File: src/rtl/apb_slave_bridge.sv
// apb_slave_bridge: APB4 slave front-end that turns each APB transfer into a
// held request/acknowledge handshake on a generic peripheral back-end.
// All back-end and APB response signals come straight from flops.
// Optional feature: define APB_SLV_TIMEOUT_EN to abort a back-end request that
// is not acknowledged within TIMEOUT_CYCLES cycles (answered with pslverr=1).
module apb_slave_bridge #(
  parameter int          DATA_W         = 32,
  parameter int          ADDR_W         = 12,
  parameter int unsigned ADDR_LIMIT     = 'h100,
  parameter int          TIMEOUT_CYCLES = 16,
  localparam int         STRB_W         = DATA_W / 8
) (
  input  logic              pclk,
  input  logic              preset,
  input  logic              psel,
  input  logic              penable,
  input  logic              pwrite,
  input  logic [ADDR_W-1:0] paddr,
  input  logic [DATA_W-1:0] pwdata,
  input  logic [STRB_W-1:0] pstrb,
  output logic              pready,
  output logic [DATA_W-1:0] prdata,
  output logic              pslverr,
  output logic              irq,
  output logic              dev_req,
  output logic              dev_we,
  output logic [ADDR_W-1:0] dev_addr,
  output logic [DATA_W-1:0] dev_wdata,
  output logic [STRB_W-1:0] dev_strb,
  input  logic              dev_ack,
  input  logic [DATA_W-1:0] dev_rdata,
  input  logic              dev_err,
  input  logic              dev_irq
);

  typedef enum logic [1:0] {IDLE, SETUP, REQ, RESP} state_t;

  // Byte addresses at or above the limit are rejected; alignment is to one
  // full data word, so the low address bits covered by the strobes must be 0.
  localparam longint unsigned   LIMIT      = 64'(ADDR_LIMIT);
  localparam logic [ADDR_W-1:0] ALIGN_MASK = ADDR_W'(STRB_W - 1);

  state_t              state_q, state_d;
  logic [ADDR_W-1:0]   addr_q, addr_d;
  logic                we_q, we_d;
  logic [DATA_W-1:0]   wdata_q, wdata_d;
  logic [STRB_W-1:0]   strb_q, strb_d;
  logic                req_q, req_d;
  logic                pready_q, pready_d;
  logic                pslverr_q, pslverr_d;
  logic [DATA_W-1:0]   prdata_q, prdata_d;
  logic                irq_q, irq_d;
  logic                latch_req;
  logic                decode_err;

`ifdef APB_SLV_TIMEOUT_EN
  localparam logic [7:0] TIMEOUT_LIMIT = 8'(TIMEOUT_CYCLES);
  logic [7:0]          cnt_q, cnt_d;
`else
  logic [7:0]          timeout_unused;
  assign timeout_unused = 8'(TIMEOUT_CYCLES);
`endif

  assign decode_err = (64'(addr_q) >= LIMIT) || ((addr_q & ALIGN_MASK) != '0);

  // Next-state logic: APB phase tracking, address decode, back-end handshake
  // and response formation.
  always_comb begin
    state_d   = state_q;
    addr_d    = addr_q;
    we_d      = we_q;
    wdata_d   = wdata_q;
    strb_d    = strb_q;
    req_d     = req_q;
    pready_d  = pready_q;
    pslverr_d = pslverr_q;
    prdata_d  = prdata_q;
    irq_d     = dev_irq;
    latch_req = 1'b0;
`ifdef APB_SLV_TIMEOUT_EN
    cnt_d     = cnt_q;
`endif

    case (state_q)
      IDLE: begin
        if (psel && !penable) begin
          state_d   = SETUP;
          latch_req = 1'b1;
        end
      end

      SETUP: begin
        if (!psel) begin
          state_d = IDLE;
        end else if (!penable) begin
          latch_req = 1'b1;
        end else if (decode_err) begin
          state_d   = RESP;
          pready_d  = 1'b1;
          pslverr_d = 1'b1;
          prdata_d  = '0;
        end else begin
          state_d = REQ;
          req_d   = 1'b1;
`ifdef APB_SLV_TIMEOUT_EN
          cnt_d   = 8'd0;
`endif
        end
      end

      REQ: begin
        if (dev_ack) begin
          state_d   = RESP;
          req_d     = 1'b0;
          pready_d  = 1'b1;
          pslverr_d = dev_err;
          prdata_d  = (!we_q && !dev_err) ? dev_rdata : '0;
        end
`ifdef APB_SLV_TIMEOUT_EN
        else if (cnt_q + 8'd1 == TIMEOUT_LIMIT) begin
          state_d   = RESP;
          req_d     = 1'b0;
          pready_d  = 1'b1;
          pslverr_d = 1'b1;
          prdata_d  = '0;
        end else begin
          cnt_d = cnt_q + 8'd1;
        end
`endif
      end

      RESP: begin
        state_d   = IDLE;
        pready_d  = 1'b0;
        pslverr_d = 1'b0;
        prdata_d  = '0;
      end

      default: begin
        state_d = IDLE;
      end
    endcase

    if (latch_req) begin
      addr_d  = paddr;
      we_d    = pwrite;
      wdata_d = pwdata;
      strb_d  = pwrite ? pstrb : '1;
    end
  end

  // State and output registers; reset clears everything at once so an
  // in-flight request or response is dropped without completing.
  always_ff @(posedge pclk or posedge preset) begin
    if (preset) begin
      state_q   <= IDLE;
      addr_q    <= '0;
      we_q      <= 1'b0;
      wdata_q   <= '0;
      strb_q    <= '0;
      req_q     <= 1'b0;
      pready_q  <= 1'b0;
      pslverr_q <= 1'b0;
      prdata_q  <= '0;
      irq_q     <= 1'b0;
`ifdef APB_SLV_TIMEOUT_EN
      cnt_q     <= 8'd0;
`endif
    end else begin
      state_q   <= state_d;
      addr_q    <= addr_d;
      we_q      <= we_d;
      wdata_q   <= wdata_d;
      strb_q    <= strb_d;
      req_q     <= req_d;
      pready_q  <= pready_d;
      pslverr_q <= pslverr_d;
      prdata_q  <= prdata_d;
      irq_q     <= irq_d;
`ifdef APB_SLV_TIMEOUT_EN
      cnt_q     <= cnt_d;
`endif
    end
  end

  assign pready    = pready_q;
  assign pslverr   = pslverr_q;
  assign prdata    = prdata_q;
  assign irq       = irq_q;
  assign dev_req   = req_q;
  assign dev_we    = we_q;
  assign dev_addr  = addr_q;
  assign dev_wdata = wdata_q;
  assign dev_strb  = strb_q;

endmodule

File: config.mk
export PLATFORM = sky130hd
export DESIGN_NAME = apb_slave_bridge
export DESIGN_NICKNAME = d
export VERILOG_FILES = /design/src/rtl/apb_slave_bridge.sv
export SDC_FILE = /design/constraint.sdc
export NUM_CORES = 1
export LEC_CHECK = 0
export ABC_AREA = 1
export BUFFER_PORTS_ARGS = -buffer_cell sky130_fd_sc_hd__buf_2
export CAP_MARGIN = 0
export CORE_ASPECT_RATIO = 0.5
export CORE_MARGIN = 2
export CORE_UTILIZATION = 46
export DETAILED_ROUTE_END_ITERATION = 8
export PLACE_DENSITY = 0.81
export SLEW_MARGIN = 10
export SYNTH_ARGS = -nofsm -noshare
export SYNTH_HDL_FRONTEND = slang
export SYNTH_SLANG_ARGS = --single-unit
File: constraint.sdc
create_clock -name pclk -period 3.5 [get_ports pclk]
set_input_delay 0.525 -clock pclk [delete_from_list [all_inputs] [get_ports pclk]]
set_output_delay 0.525 -clock pclk [all_outputs]
set_load 0.05 [all_outputs]
==> report_table.html <==
<table>
<tr><th>Metric</th><th>Value</th></tr>
<tr><th colspan="2">Power</th></tr>
<tr><td>Highest ir drop seen on vdd</td><td>442 uV</td></tr>
<tr><td>Static leakage</td><td>2.88 nW</td></tr>
<tr><td>Cell Pwr Density</td><td>1020 nW/um^2</td></tr>
<tr><td>Total power</td><td>0.00492 W</td></tr>
<tr><th colspan="2">Clock network</th></tr>
<tr><td>Number of buffers added by the clock tree synthesis step</td><td>9</td></tr>
<tr><td>Number of buffers on the longest clock path</td><td>2</td></tr>
<tr><td>Root buffer selected by CTS</td><td>clkbuf_16</td></tr>
<tr><td>Buffers inserted by post-CTS timing repair</td><td>0</td></tr>
<tr><td>Worst-skew pair later-pin latency</td><td>0.34 ns</td></tr>
<tr><td>Quantity of gates resized following cts</td><td>0</td></tr>
<tr><td>TritonCTS sink count</td><td>87</td></tr>
<tr><td>Post-CTS Hold Fix Bufs</td><td>0</td></tr>
<tr><td>Clock-pin transition on the worst setup and hold timing paths</td><td>0.06 ns</td></tr>
<tr><td>Clock tree from TritonCTS</td><td>done</td></tr>
<tr><td>CTS H-Tree Depth</td><td>3</td></tr>
<tr><th colspan="2">Synthesis</th></tr>
<tr><td>Library cells used by synthesis</td><td>23</td></tr>
<tr><td>Async set-reset flop share out of synthesis</td><td>100%</td></tr>
<tr><td>Sequential cell area fraction in the yosys report</td><td>60.4%</td></tr>
<tr><td>Average footprint of a synthesized cell</td><td>8.73 sq um</td></tr>
<tr><td>Number of synthesized flops with an enable pin</td><td>0</td></tr>
<tr><td>Fraction of post-synthesis cell area in the top cell type by area</td><td>60.4%</td></tr>
<tr><td>Area leader, netlist</td><td>dfrtp_1</td></tr>
<tr><td>FF+latch count, synth</td><td>87</td></tr>
<tr><td>Post-synth top flop</td><td>dfrtp_1</td></tr>
<tr><td>Post-synthesis instance area</td><td>3610 sq um</td></tr>
<tr><td>Synth warn</td><td>0</td></tr>
<tr><td>Most instantiated library cell after synthesis</td><td>nand2_1</td></tr>
<tr><td>Most area-consuming cells after synthesis</td><td>dfrtp_1, nand2_1, nand4_1</td></tr>
<tr><td>Nets in the synthesized netlist</td><td>501</td></tr>
<tr><td>Most instantiated cells after synthesis</td><td>nand2_1, dfrtp_1, nand4_1</td></tr>
<tr><td>Cells after synthesis</td><td>413</td></tr>
<tr><th colspan="2">Critical path</th></tr>
<tr><td>Kind of launch point of the worst setup path</td><td>flop</td></tr>
<tr><td>Data arrival time of the critical path</td><td>2.67 ns</td></tr>
<tr><td>Crit. End Element</td><td>flop</td></tr>
<tr><td>Biggest fanout along the worst timing path</td><td>35</td></tr>
<tr><td>Critical Path RT</td><td>3.77 ns</td></tr>
<tr><td>Register-to-register setup slack</td><td>1.10 ns</td></tr>
<tr><td>Critical path class</td><td>reg2reg</td></tr>
<tr><th colspan="2">Layout</th></tr>
<tr><td>Diode count</td><td>0</td></tr>
<tr><td>Fraction of layout cells with a size suffix above 1</td><td>35.1%</td></tr>
<tr><td>Fill cell instance count of the final layout</td><td>677</td></tr>
<tr><td>Multi-input gate area</td><td>1260 sq um</td></tr>
<tr><td>Area occupied by registers</td><td>2180 sq um</td></tr>
<tr><td>Signed area change from the synthesized netlist to the final layout</td><td>34.0%</td></tr>
<tr><td>Post-layout nets</td><td>667</td></tr>
<tr><th colspan="2">STA</th></tr>
<tr><td>Transition time at the pin with the least slew margin</td><td>0.972 ns</td></tr>
<tr><td>Sum of negative setup slack</td><td>0 ns</td></tr>
<tr><td>Max-slew violations</td><td>0</td></tr>
<tr><td>RSZ-0062 raised after global routing</td><td>false</td></tr>
<tr><td>Final min period</td><td>2.40 ns</td></tr>
<tr><td>Layout Skew</td><td>0.00786 ns</td></tr>
<tr><td>Tcrit/Tclk final</td><td>68.5%</td></tr>
<tr><td>Maximum operating frequency</td><td>417 MHz</td></tr>
<tr><td>Total of endpoints with negative setup slack in the final report</td><td>0</td></tr>
<tr><td>Relative slew slack</td><td>35.1%</td></tr>
<tr><td>Number of endpoints with negative hold slack in the final report</td><td>0</td></tr>
<tr><th colspan="2">Route</th></tr>
<tr><td>Post-DR vias/cell</td><td>4.71</td></tr>
<tr><td>Detailed-route wire length per cell</td><td>12.8 um</td></tr>
<tr><td>DRC violation total after the first TritonRoute iteration</td><td>153</td></tr>
<tr><td>Vias after detailed routing</td><td>3261</td></tr>
<tr><td>Number of nets with antenna violations after detailed routing</td><td>0</td></tr>
<tr><td>Pre-antenna DRT Iters</td><td>4</td></tr>
<tr><td>Remaining design rule violation count</td><td>0</td></tr>
<tr><td>Total detailed-routing wirelength</td><td>8870 um</td></tr>
<tr><th colspan="2">Die</th></tr>
<tr><td>Area inside the core boundary</td><td>7460 sq um</td></tr>
<tr><td>Number of standard-cell rows in the floorplan</td><td>22</td></tr>
<tr><td>Die Area</td><td>8610 sq um</td></tr>
<tr><td>Height of the die</td><td>66.6 um</td></tr>
<tr><td>Initial core utilization</td><td>48.4%</td></tr>
<tr><td>Die width</td><td>129 um</td></tr>
<tr><td>IO Pins</td><td>173</td></tr>
<tr><th colspan="2">GRT</th></tr>
<tr><td>Gr usage total</td><td>22.1%</td></tr>
<tr><td>Global-route wire length before repair</td><td>14700 um</td></tr>
<tr><td>Largest net degree at the start of global routing</td><td>55</td></tr>
<tr><td>Antenna violations before repair</td><td>0</td></tr>
<tr><td>Vias in the first global route</td><td>3223</td></tr>
<tr><td>Grt ovf</td><td>0</td></tr>
<tr><th colspan="2">Place</th></tr>
<tr><td>Port bufs</td><td>172</td></tr>
<tr><td>DPL Wire Length</td><td>6250 um</td></tr>
<tr><td>Routability congestion estimate</td><td>0.798</td></tr>
<tr><th colspan="2">Run status</th></tr>
<tr><td>Status</td><td>finished, final reports clean</td></tr>
<tr><th colspan="2">Run</th></tr>
<tr><td>Count of max-cap constraint violations</td><td>0</td></tr>
<tr><th colspan="2">Min path</th></tr>
<tr><td>Class of the tightest hold or removal check</td><td>in2reg</td></tr>
</table>
==> state kept, by name, summed over array words and instances, names as in the netlist, named ones only <==
name / cells
dev_addr: 12
dev_req: 1
dev_strb: 4
dev_wdata: 32
dev_we: 1
irq: 1
prdata: 32
pready: 1
pslverr: 1
state_q: 1
==> layer usage <==
layer  wire [um]  global-route usage [%]  vias up
met5           0                       0        -
met4         146                    10.9        0
met3         441                    5.22       16
met2        4470                    39.0       97
met1        3820                    25.8     1499
li1            -                       -     1649
==> placed cells by master, fill, tap and decap left out, drive strengths merged, types with 4 or more instances in the layout <==
cell type / netlist / final
clkinv: 1 / 4
nor2: 21 / 21
nand3: 10 / 10
nand2: 216 / 216
o21ai: 6 / 6
buf: 20 / 176
clkbuf: 1 / 9
dfrtp: 87 / 87
inv: 12 / 13
nand4: 34 / 34
==> cells by family after synthesis <==
logic type,Yosys count,synth area share (%)
and+or+nand+nor,282,33.5
AOI/OAI and AO/OA,10,1.49
DFF,87,60.4
buffers and inverters,34,4.68
==> path summary, 6_finish.rpt <==
check | depth (start not counted) | to | start
hold reg to reg | 2 | prdata[11] | prdata[11]
max in group asynchronous | 3 | prdata[10] | preset
setup reg to reg | 7 | prdata[27] | flop
hold / removal | 1 | irq | dev_irq
min in group asynchronous | 2 | dev_wdata[30] | preset
setup / recovery | 7 | prdata[27] | flop
==> where the power goes <==
group | internal, W | switching [W] | total [W] | leakage [nW]
logic | 0.000483 | 0.00187 | 0.00236 | 1.60
registers | 0.00134 | 0.000206 | 0.00155 | 1.12
clock network | 0.000627 | 0.000388 | 0.00102 | 0.156
==> worst max-delay path: stages (launching register included) <==
cell	delay, ns
dfrtp_1	0.49
inv_2	0.14
nand2_2	0.11
inv_2	0.07
nand4_2	0.67
nand3_4	0.63
nand2_1	0.11
nand2_1	0.09
==> per-stage QoR <==
step	util [%]	worst slack, ns	instance area (sq um)	instances	hold WS, ns
after CTS	64.8	1.12	4830	692	0.280
final	64.8	1.10	4830	692	0.293
after global routing	64.8	0.827	4830	692	0.277
after global placement	60.5	1.22	4510	676	0.451
after detailed placement	60.5	1.13	4510	676	0.455
after floorplan	-	0.725	3610	413	0.556
==> cell type report <==
cell class                      count  share of cell area [%]
Timing Repair Buffer              176                    18.4
Sequential cell                    87                    45.0
Inverter                           13                    1.04
Multi-Input combinational cell    292                    26.1
Clock buffer                        9                    4.66
Tap cell                          108                    2.80
Clock inverter                      7                    1.97
No activity file was read; power rests on OpenSTA's default activity.
